File: src/rtl/unix_pkg.sv
// unix_pkg: shared definitions for the Unix timestamp load path.
//   state_t     - sequencer FSM states
//   UNIX_WIDTH  - width of a Unix timestamp in bits
//   EPOCH_2020  - seconds from 1970-01-01 to 2020-01-01; also used by
//                 the display/normalisation logic
package unix_pkg;

  localparam int unsigned UNIX_WIDTH = 32;

  // 18262 days * 86400 s/day = 1577836800, fits in 31 bits.
  localparam logic [31:0] EPOCH_2020 = 32'(18262 * 86400);

  typedef enum logic [2:0] {
    IDLE,
    CLEAR,
    SHIFT_LO,
    SHIFT_HI,
    DONE
  } state_t;

  // Seconds elapsed since 2020-01-01 for a timestamp at or after that date.
  function automatic logic [31:0] unix_since_2020(input logic [31:0] i_ts);
    return i_ts - EPOCH_2020;
  endfunction

endpackage

File: src/rtl/rr_arbiter2.sv
// rr_arbiter2: two-way round-robin arbiter with last-grant state.
//   clk, reset_n     - system clock, asynchronous active-low reset
//   i_en             - grants may only be issued while high
//   i_req0, i_req1   - requests
//   o_gnt0, o_gnt1   - combinational one-hot grants
//   o_last           - source of the most recent grant (1 after reset, so
//                      source 0 wins the first tie)
module rr_arbiter2 (
  input  logic clk,
  input  logic reset_n,
  input  logic i_en,
  input  logic i_req0,
  input  logic i_req1,
  output logic o_gnt0,
  output logic o_gnt1,
  output logic o_last
);

  logic r_last;

  always_comb begin
    o_gnt0 = 1'b0;
    o_gnt1 = 1'b0;
    if (i_en) begin
      if (i_req0 && i_req1) begin
        // Tie: the source that did not win last time goes next.
        o_gnt0 = r_last;
        o_gnt1 = ~r_last;
      end else begin
        o_gnt0 = i_req0;
        o_gnt1 = i_req1;
      end
    end
  end

  always_ff @(posedge clk or negedge reset_n) begin
    if (!reset_n) begin
      r_last <= 1'b1;
    end else if (o_gnt0) begin
      r_last <= 1'b0;
    end else if (o_gnt1) begin
      r_last <= 1'b1;
    end
  end

  assign o_last = r_last;

endmodule

File: src/rtl/unix_load_sequencer.sv
// unix_load_sequencer: loads a WIDTH-bit Unix timestamp into a downstream
// serial-in register. Two request sources are arbitrated round-robin; the
// accepted word is cleared downstream, then shifted out LSB-first on a
// serial clock with half-period CLK_DIV system clocks.
//   clk, reset_n        - system clock, asynchronous active-low reset
//   req0/data0/ack0     - source 0 (host time set); ack is a same-cycle pulse
//   req1/data1/ack1     - source 1 (periodic resync)
//   unix_clr            - clear to the downstream register
//   unix_sclk/unix_data - serial clock (sampled on rising edge) and data
//   busy                - FSM not idle
//   done                - one-cycle pulse after the last bit
//   unix_valid          - downstream register holds a complete word
//   grant_src           - source of the current/last accepted load
module unix_load_sequencer
  import unix_pkg::*;
#(
  parameter int unsigned WIDTH   = UNIX_WIDTH,
  parameter int unsigned CLK_DIV = 4
) (
  input  logic             clk,
  input  logic             reset_n,
  input  logic             req0,
  input  logic [WIDTH-1:0] data0,
  output logic             ack0,
  input  logic             req1,
  input  logic [WIDTH-1:0] data1,
  output logic             ack1,
  output logic             unix_clr,
  output logic             unix_sclk,
  output logic             unix_data,
  output logic             busy,
  output logic             done,
  output logic             unix_valid,
  output logic             grant_src
);

  localparam int unsigned DIVW = $clog2(CLK_DIV + 1);
  localparam int unsigned BITW = $clog2(WIDTH + 1);
  localparam logic [DIVW-1:0] DIV_LAST = DIVW'(CLK_DIV - 1);
  localparam logic [BITW-1:0] BIT_LAST = BITW'(WIDTH - 1);

  state_t           r_state;
  state_t           w_state_nxt;
  logic [WIDTH-1:0] r_shift;
  logic [WIDTH-1:0] w_shift_nxt;
  logic [DIVW-1:0]  r_div;
  logic [DIVW-1:0]  w_div_nxt;
  logic [BITW-1:0]  r_bit;
  logic [BITW-1:0]  w_bit_nxt;
  logic             w_div_last;
  logic             w_gnt0;
  logic             w_gnt1;
  logic             w_last;
  logic             w_data_nxt;
  logic             w_valid_nxt;

  logic r_clr;
  logic r_sclk;
  logic r_data;
  logic r_busy;
  logic r_done;
  logic r_valid;

  rr_arbiter2 u_arb (
    .clk     (clk),
    .reset_n (reset_n),
    .i_en    (r_state == IDLE),
    .i_req0  (req0),
    .i_req1  (req1),
    .o_gnt0  (w_gnt0),
    .o_gnt1  (w_gnt1),
    .o_last  (w_last)
  );

  always_comb begin
    w_state_nxt = r_state;
    w_shift_nxt = r_shift;
    w_div_nxt   = '0;
    w_bit_nxt   = r_bit;
    w_data_nxt  = r_data;
    w_valid_nxt = r_valid;
    w_div_last  = (r_div == DIV_LAST);

    unique case (r_state)
      IDLE: begin
        if (w_gnt0 || w_gnt1) begin
          w_shift_nxt = w_gnt0 ? data0 : data1;
          w_valid_nxt = 1'b0;
          w_state_nxt = CLEAR;
        end
      end

      CLEAR: begin
        if (w_div_last) begin
          w_state_nxt = SHIFT_LO;
          w_bit_nxt   = '0;
          w_data_nxt  = r_shift[0];
        end else begin
          w_div_nxt = r_div + 1'b1;
        end
      end

      SHIFT_LO: begin
        if (w_div_last) begin
          w_state_nxt = SHIFT_HI;
        end else begin
          w_div_nxt = r_div + 1'b1;
        end
      end

      SHIFT_HI: begin
        if (w_div_last) begin
          w_shift_nxt = r_shift >> 1;
          w_bit_nxt   = r_bit + 1'b1;
          if (r_bit == BIT_LAST) begin
            w_state_nxt = DONE;
            w_valid_nxt = 1'b1;
          end else begin
            // Next bit is presented together with the falling sclk edge,
            // so data never moves while sclk is high. After the last bit
            // data is simply held.
            w_state_nxt = SHIFT_LO;
            w_data_nxt  = w_shift_nxt[0];
          end
        end else begin
          w_div_nxt = r_div + 1'b1;
        end
      end

      DONE: begin
        w_state_nxt = IDLE;
      end

      default: begin
        w_state_nxt = IDLE;
      end
    endcase
  end

  // Pin outputs are decoded from the next state and registered, so they
  // come straight from flops and line up with the state they describe.
  always_ff @(posedge clk or negedge reset_n) begin
    if (!reset_n) begin
      r_state <= IDLE;
      r_shift <= '0;
      r_div   <= '0;
      r_bit   <= '0;
      r_clr   <= 1'b0;
      r_sclk  <= 1'b0;
      r_data  <= 1'b0;
      r_busy  <= 1'b0;
      r_done  <= 1'b0;
      r_valid <= 1'b0;
    end else begin
      r_state <= w_state_nxt;
      r_shift <= w_shift_nxt;
      r_div   <= w_div_nxt;
      r_bit   <= w_bit_nxt;
      r_clr   <= (w_state_nxt == CLEAR);
      r_sclk  <= (w_state_nxt == SHIFT_HI);
      r_data  <= w_data_nxt;
      r_busy  <= (w_state_nxt != IDLE);
      r_done  <= (w_state_nxt == DONE);
      r_valid <= w_valid_nxt;
    end
  end

  assign ack0       = w_gnt0;
  assign ack1       = w_gnt1;
  assign grant_src  = w_last;
  assign unix_clr   = r_clr;
  assign unix_sclk  = r_sclk;
  assign unix_data  = r_data;
  assign busy       = r_busy;
  assign done       = r_done;
  assign unix_valid = r_valid;

endmodule

File: config.mk
export PLATFORM = sky130hd
export DESIGN_NAME = unix_load_sequencer
export DESIGN_NICKNAME = d
export VERILOG_FILES = /design/src/rtl/unix_pkg.sv /design/src/rtl/rr_arbiter2.sv /design/src/rtl/unix_load_sequencer.sv
export SDC_FILE = /design/constraint.sdc
export NUM_CORES = 1
export LEC_CHECK = 0
export ABC_AREA = 1
export BUFFER_PORTS_ARGS = -buffer_cell sky130_fd_sc_hd__buf_4
export CAP_MARGIN = 0
export CORE_MARGIN = 2
export CORE_UTILIZATION = 53
export DETAILED_ROUTE_END_ITERATION = 16
export HOLD_SLACK_MARGIN = 0.12
export PLACE_DENSITY_LB_ADDON = 0.05
export RECOVER_POWER = 100
export SLEW_MARGIN = 5
export SYNTH_ARGS = -nofsm -noshare
export SYNTH_HDL_FRONTEND = slang
export SYNTH_SLANG_ARGS = --single-unit
File: constraint.sdc
create_clock -name clk -period 1.9 [get_ports clk]
set_clock_uncertainty 0.2 [all_clocks]
set_input_delay 0.38 -clock clk [delete_from_list [all_inputs] [get_ports clk]]
set_output_delay 0.38 -clock clk [all_outputs]
set_load 0.01 [all_outputs]
==> results of run 1 <==
-- metrics by stage --
stage	utilization, %	std cells	hold WS (ns)	setup slack (ns)	cell area (sq um)
final	69.98	551	0.1893	0.05460	3782
after global routing	69.98	551	0.2044	0.002741	3782
after CTS	70.58	551	0.1902	0.0009170	3815
after global placement	66.90	535	0.2243	0.1682	3616
after detailed placement	66.90	535	0.2311	0.1309	3616
after floorplan	-	393	-0.1156	0.1417	2927
-- power by group through the flow --
stage	clock, uW	sequential (uW)	combinational (uW)
floorplan	0	1110	30.1
global placement	0	1110	161
detailed placement	0	1110	163
CTS	893	1080	167
global route	940	1080	182
finish	887	1080	164
-- per-layer routing --
layer | wire [um] | track usage [%] | share of wire [%] | vias up
met2 | 3236 | 38.45 | 47 | 65
li1 | - | - | - | 1438
met1 | 3255 | 31.35 | 48 | 1319
met3 | 281 | 3.678 | 4.1 | 6
met4 | 46 | 4.561 | 0.67 | 0
met5 | 0 | 0 | 0 | -
-- worst max-delay path: cells and delay by family (launching register included) --
family / cells / cell delay, ns
flip-flops: 1 / 0.40
AO/OA/AOI/OAI: 1 / 0.28
buffers and inverters: 2 / 0.18
AND/OR/NAND/NOR: 1 / 0.11
-- path summary, 6_finish.rpt --
path,from,to,slack (ns),depth (start not counted)
max in group asynchronous,reset_n,r_state[2],0.52,2
min,data1[22],r_shift[22],0.19,5
min in group asynchronous,reset_n,r_shift[12],0.48,2
max reg2reg,u_arb.o_last,r_shift[0],0.09,9
max,u_arb.o_last,ack1,0.05,4
min reg2reg,r_div[0],r_div[0],0.25,1
-- sequential cells by signal, summed over array words and instances, names as in the netlist --
| name | flops |
|---|---|
| r_div | 3 |
| unix_data | 1 |
| done | 1 |
| unix_clr | 1 |
| r_state | 3 |
| unix_sclk | 1 |
| unix_valid | 1 |
| r_bit | 6 |
| r_shift | 32 |
| u_arb.o_last | 1 |
| busy | 1 |
-- cell type report --
class | instances | area [sq um]
clock inverter | 2 | 60.06
multi-input combinational | 298 | 1431
fill | 488 | 1623
tap | 72 | 90.09
sequential | 51 | 1279
inverter | 23 | 93.84
clock buffer | 6 | 72.57
timing repair buffer | 99 | 755.7
-- logic make-up (layout without fill, tap and decap cells) --
family                   after synthesis  in the layout  synth area share [%]
flip-flops                            51             51                 43.65
AND/OR/NAND/NOR                      283            283                 45.06
adder cells (fa/ha/maj)                2              2                0.8549
AO/OA/AOI/OAI                         13             13                 2.822
buffers and inverters                 44            130                 7.610
-- what timing repair did --
item | 4_1_cts | 5_1_grt
pin swaps | 3 | 1
buffers inserted | 7 | 0
resized for setup | 2 | 4
endpoints found under the setup margin | 2 | 8
endpoints found under the hold margin | 50 | 0
hold buffers | 1 | 0
-- synthesized netlist by cell type --
cell type  count
ha_1           2
nand2_4        2
inv_4          1
or2_1         27
o21ai_4        1
clkbuf_1       7
nand2_1      128
a22o_1         1
nor3_1         4
or2_2          3
a21oi_1        5
dfrtp_1       50
nor2_4         4
inv_1         17
o31ai_1        1
inv_2          5
nand3_1       97
dfstp_2        1
o21ai_1        2
nand2_2        1
o21ai_0        3
nor2_1        14
nand4_1        1
nor2_2         1
buf_6          6
buf_2          8
and3_1         1
==> out/metrics.csv, run 1 <==
stage,metric,value,unit
floorplanning,Initial Util,54.14,%
floorplanning,FP Rows,27,
floorplanning,DIE HEIGHT,78.31,um
timing,Setup TNS,0,ns
worst_setup_path,slowest CP cell,dfstp_2,
timing,setup repair after global routing missed its margin,no,
worst_setup_path,CP required,1.32,ns
power_and_ir_drop,Final Power,2135,uW
finish,nets,548,
clocking,CTS tree,done,
worst_setup_path,CP Capture Type,output pin,
worst_setup_path,Setup CP Type,register to output pin,
finish,layout cell share with drive strength beyond 1,25.26,%
route,Post-Route WL,6820,um
yosys,Synth area leaders,"dfrtp_1 (43%), nand3_1 (17%), nand2_1 (16%)",
placed_design,Post-DP HPWL,4863,um
worst_setup_path,"Cell Chain, Critical Path","a21oi_1, nand2_1, inv_2, buf_4",
power_and_ir_drop,pwr dens,564.6,nW/um^2
placed_design,RD Place Congestion,0.8294,
route,drt pass-1 iters,4,
clocking,clock latency on the worst-skew pair,0.30,ns
yosys,"Distinct cells, synth",27,
clocking,H-tree depth,2,
placed_design,port bufs,76,
route,DR WL/cell,12.38,um
global_route,vias in the first global route,2588,
hold_path,Worst Hold Class,input port to register,
yosys,Yosys warning count,0,
global_route,GRT overflow,0,
timing,relative slew slack,54.11,%
finish,antenna fix cells,0,
power_and_ir_drop,Comb power frac,7.7,%
yosys,Seq cells post-synth,51,
route,ANT nets after route,0,
yosys,number of cells produced by synthesis,393,
job,maxcap violations,0,
finish,most frequent cells in the layout,"nand2_1 (126), nand3_1 (97), buf_4 (81)",
finish,"most common cell after layout, fill and taps aside",nand2_1,
yosys,average size of a mapped cell,7.447,sq um
clocking,clk slew on worst S/H paths,0.10,ns
finish,Area Overhead vs Synth,29.24,%
timing,worst slew pin tran,0.6884,ns
worst_setup_path,Crit Path Max Fanout,4,
floorplanning,die area,6132,sq um
global_route,first-pass GRT wire length,11340,um
power_and_ir_drop,Peak supply drop,0.0004359,V
power_and_ir_drop,Seq pwr share,50.8,%
route,Via density,5.132,
global_route,largest net degree at the start of global routing,52,
clocking,clk root buf,clkbuf_8,
worst_setup_path,Arrival @ worst endpoint,1.27,ns
yosys,Post-Syn Nets,463,
yosys,post-synthesis instance area,2927,sq um
worst_setup_path,Startpoint Class,register,
route,DRC Markers,0,
clocking,# clock sinks,51,
timing,FMAX,0.5419,GHz
yosys,Synth area leader,dfrtp_1,
route,1st-iter DRT viols,166,
floorplanning,Placeable Area,5405,sq um
global_route,total track usage,22.80,%
worst_setup_path,CP max stage delay,0.40,ns
route,Via Count,2828,
power_and_ir_drop,static leakage,0.002076,uW
timing,Setup-failing EPs final,0,
timing,period utilization,97.13,%
clocking,cts bufs inserted,5,
yosys,sequential share of the synthesized area,43.65,%
global_route,initial antenna violation count,0,
status,status,"complete, no violations",
power_and_ir_drop,Power Internal,1712,uW
yosys,Yosys top cell area share,42.75,%
clocking,Max clock buf depth,2,
floorplanning,I/O pin count,77,
power_and_ir_drop,Net Switching,423.7,uW
timing,max-slew violation count,0,
timing,"Hold Vio Cnt, Final",0,
power_and_ir_drop,power share of the clock group,41.5,%
timing,fin crit period,1.845,ns
floorplanning,chip width,78.31,um
power_and_ir_drop,sw frac,19.84,%
(Power assumes the default switching activity.)
==> run 2: changes to the inputs <==
PLACE_DENSITY = 0.88   (was default)
PLACE_DENSITY_LB_ADDON = default   (was 0.05)
RECOVER_POWER = 25   (was 100)
==> out/metrics.csv, run 2 (synthesis results as in run 1) <==
stage,metric,value,unit,change
status,status,"complete, no violations",,
clocking,clock latency on the worst-skew pair,0.31,ns,about the same
worst_setup_path,"Cell Chain, Critical Path","inv_2, nand2_2, nor2_4, nand2_2, inv_2, buf_4",,
timing,period utilization,97.33,%,+0.21 points
power_and_ir_drop,power share of the clock group,33.4,%,-8.1 points
global_route,vias in the first global route,2734,,+5.6%
finish,sequential cell area,1277,sq um,about the same
worst_setup_path,Setup CP Type,register to output pin,,
worst_setup_path,CP Capture Type,output pin,,
worst_setup_path,Arrival @ worst endpoint,1.27,ns,about the same
finish,area of the multi-input gates,1453,sq um,+1.5%
finish,layout cell share with drive strength beyond 1,26.89,%,+1.6 points
route,Via Count,2875,,+1.7%
route,Via density,5.246,,+2.2%
power_and_ir_drop,Net Switching,437.8,uW,+3.3%
clocking,H-tree depth,2,,unchanged
finish,top flop regs,"r_shift x32, r_bit x6",,
timing,"Hold Vio Cnt, Final",0,,unchanged
clocking,Max clock buf depth,2,,unchanged
floorplanning,die area,6132,sq um,unchanged
finish,Filler Cell Count,443,,-9.2%
hold_path,Hold Path Sink,r_shift[31],,
power_and_ir_drop,Comb power frac,8.9,%,+1.2 points
global_route,total track usage,24.58,%,+1.8 points
clocking,clk root buf,clkbuf_8,,
placed_design,dpl cell area,3578,sq um,-1.0%
route,Post-Route WL,7236,um,+6.1%
placed_design,Post-DP HPWL,4990,um,+2.6%
route,DRC Markers,0,,unchanged
timing,max-slew violation count,0,,unchanged
placed_design,RD Place Congestion,0.8471,,+2.1%
clocking,clk slew on worst S/H paths,0.09,ns,about the same
floorplanning,FP Rows,27,,unchanged
clocking,CTS tree,done,,
finish,"Design Area, Final",3774,sq um,-0.23%
placed_design,"worst slack, placed",0.04599,ns,-0.08488 ns
finish,max reg flops,32,,unchanged
floorplanning,I/O pin count,77,,unchanged
finish,antenna fix cells,0,,unchanged
power_and_ir_drop,Seq pwr share,57.6,%,+6.8 points
worst_setup_path,Crit Path Max Fanout,4,,unchanged
timing,Setup TNS,0,ns,unchanged
timing,fin crit period,1.849,ns,+0.003908 ns
timing,worst slew pin tran,0.6492,ns,-0.03920 ns
finish,Final Util,69.81,%,-0.16 points
route,DR WL/cell,13.20,um,+6.7%
placed_design,port bufs,76,,unchanged
route,drt pass-1 iters,4,,unchanged
hold_path,WHS Path Cells,3,,-2
power_and_ir_drop,static leakage,0.002071,uW,-0.24%
clocking,cts bufs inserted,5,,unchanged
hold_path,worst min-delay path startpoint,data0[31],,
worst_setup_path,reg2reg path depth,11,,+2
power_and_ir_drop,Peak supply drop,0.0004072,V,-6.6%
route,1st-iter DRT viols,184,,+11%
job,maxcap violations,0,,unchanged
hold_path,Worst Hold Class,input port to register,,
floorplanning,Placeable Area,5405,sq um,unchanged
power_and_ir_drop,sw frac,23.27,%,+3.4 points
global_route,GRT overflow,0,,unchanged
clocking,# clock sinks,51,,unchanged
worst_setup_path,CP max stage delay,0.41,ns,about the same
worst_setup_path,slowest CP cell,dfrtp_1,,
global_route,largest net degree at the start of global routing,52,,unchanged
floorplanning,DIE HEIGHT,78.31,um,unchanged
finish,"most common cell after layout, fill and taps aside",nand2_1,,
timing,relative slew slack,56.72,%,+2.6 points
floorplanning,Initial Util,54.14,%,unchanged
worst_setup_path,reg2reg setup slack,0.08,ns,about the same
worst_setup_path,FF-to-FF End,unix_valid,,
timing,Setup-failing EPs final,0,,unchanged
worst_setup_path,CP required,1.32,ns,about the same
global_route,first-pass GRT wire length,12190,um,+7.4%
floorplanning,chip width,78.31,um,unchanged
finish,Reg with most FFs,r_shift,,
route,ANT nets after route,0,,unchanged
timing,final worst slack,0.05069,ns,-0.003908 ns
finish,Area Overhead vs Synth,28.94,%,
timing,FMAX,0.5407,GHz,-0.21%
finish,most frequent cells in the layout,"nand2_1 (124), nand3_1 (97), buf_4 (90)",,
global_route,initial antenna violation count,0,,unchanged
finish,nets,545,,-0.55%
worst_setup_path,Startpoint Class,register,,
power_and_ir_drop,pwr dens,498.7,nW/um^2,-12%
power_and_ir_drop,Power Internal,1444,uW,-16%
worst_setup_path,RR Startpoint,r_state[1],,
## run 2: what timing repair did
action | in CTS | in global routing
setup buffers | 6 | 3
hold buffers | 1 | 0
hold endpoints to repair | 50 | 0
endpoints found under the setup margin | 2 | 35
pin swaps | 2 | 2
cloned | 0 | 0
resized for setup | 2 | 9
## run 2: worst max path at each step
stage / cells past startpoint / startpoint / slack [ns] / endpoint
2_1_floorplan: 5 / u_arb.o_last / 0.14 / ack0
3_3_place_gp: 9 / req1 / 0.12 / r_shift[5]
3_5_place_dp: 7 / u_arb.o_last / 0.05 / r_shift[5]
4_1_cts: 5 / u_arb.o_last / 0.009 / ack0
5_1_grt: 6 / r_state[1] / -0.03 / ack1
6_report: 6 / r_state[1] / 0.05 / ack1
## run 2: power groups by stage
stage / registers, uW / clock network, uW / logic (uW)
floorplan: 1110 / 0 / 30.1
global placement: 1110 / 0 / 161
detailed placement: 1110 / 0 / 163
CTS: 1080 / 637 / 166
global route: 1080 / 678 / 185
finish: 1080 / 629 / 168
## run 2: area by class of cell
| class | count | share of cell area (%) |
|---|---|---|
| clock inverter | 2 | 0.3316 |
| multi-input combinational | 298 | 38.49 |
| sequential | 51 | 33.85 |
| tap | 72 | 2.387 |
| clock buffer | 6 | 1.923 |
| inverter | 23 | 2.420 |
| timing repair buffer | 96 | 20.59 |
## run 2: critical path, delay by kind of cell, from the launching register on
kind | cells | cell delay [ns]
buf+inv | 3 | 0.25
simple gates | 3 | 0.31
flops | 1 | 0.41
## run 2: stage by stage
stage                     cells  hold WS [ns]  power (uW)
final                       548        0.1804        1882
after CTS                   545        0.1803        1888
after detailed placement    530        0.2440        1269
after floorplan             393       -0.1156        1136
after global placement      530        0.2257        1267
after global routing        548        0.1988        1948
## run 2: routing by layer
layer	vias up	track usage, %	routed length [um]
met5	-	0	0
met4	0	5.789	98
met3	14	5.172	416
met2	84	42.76	3667
met1	1350	31.50	3053
li1	1427	-	-
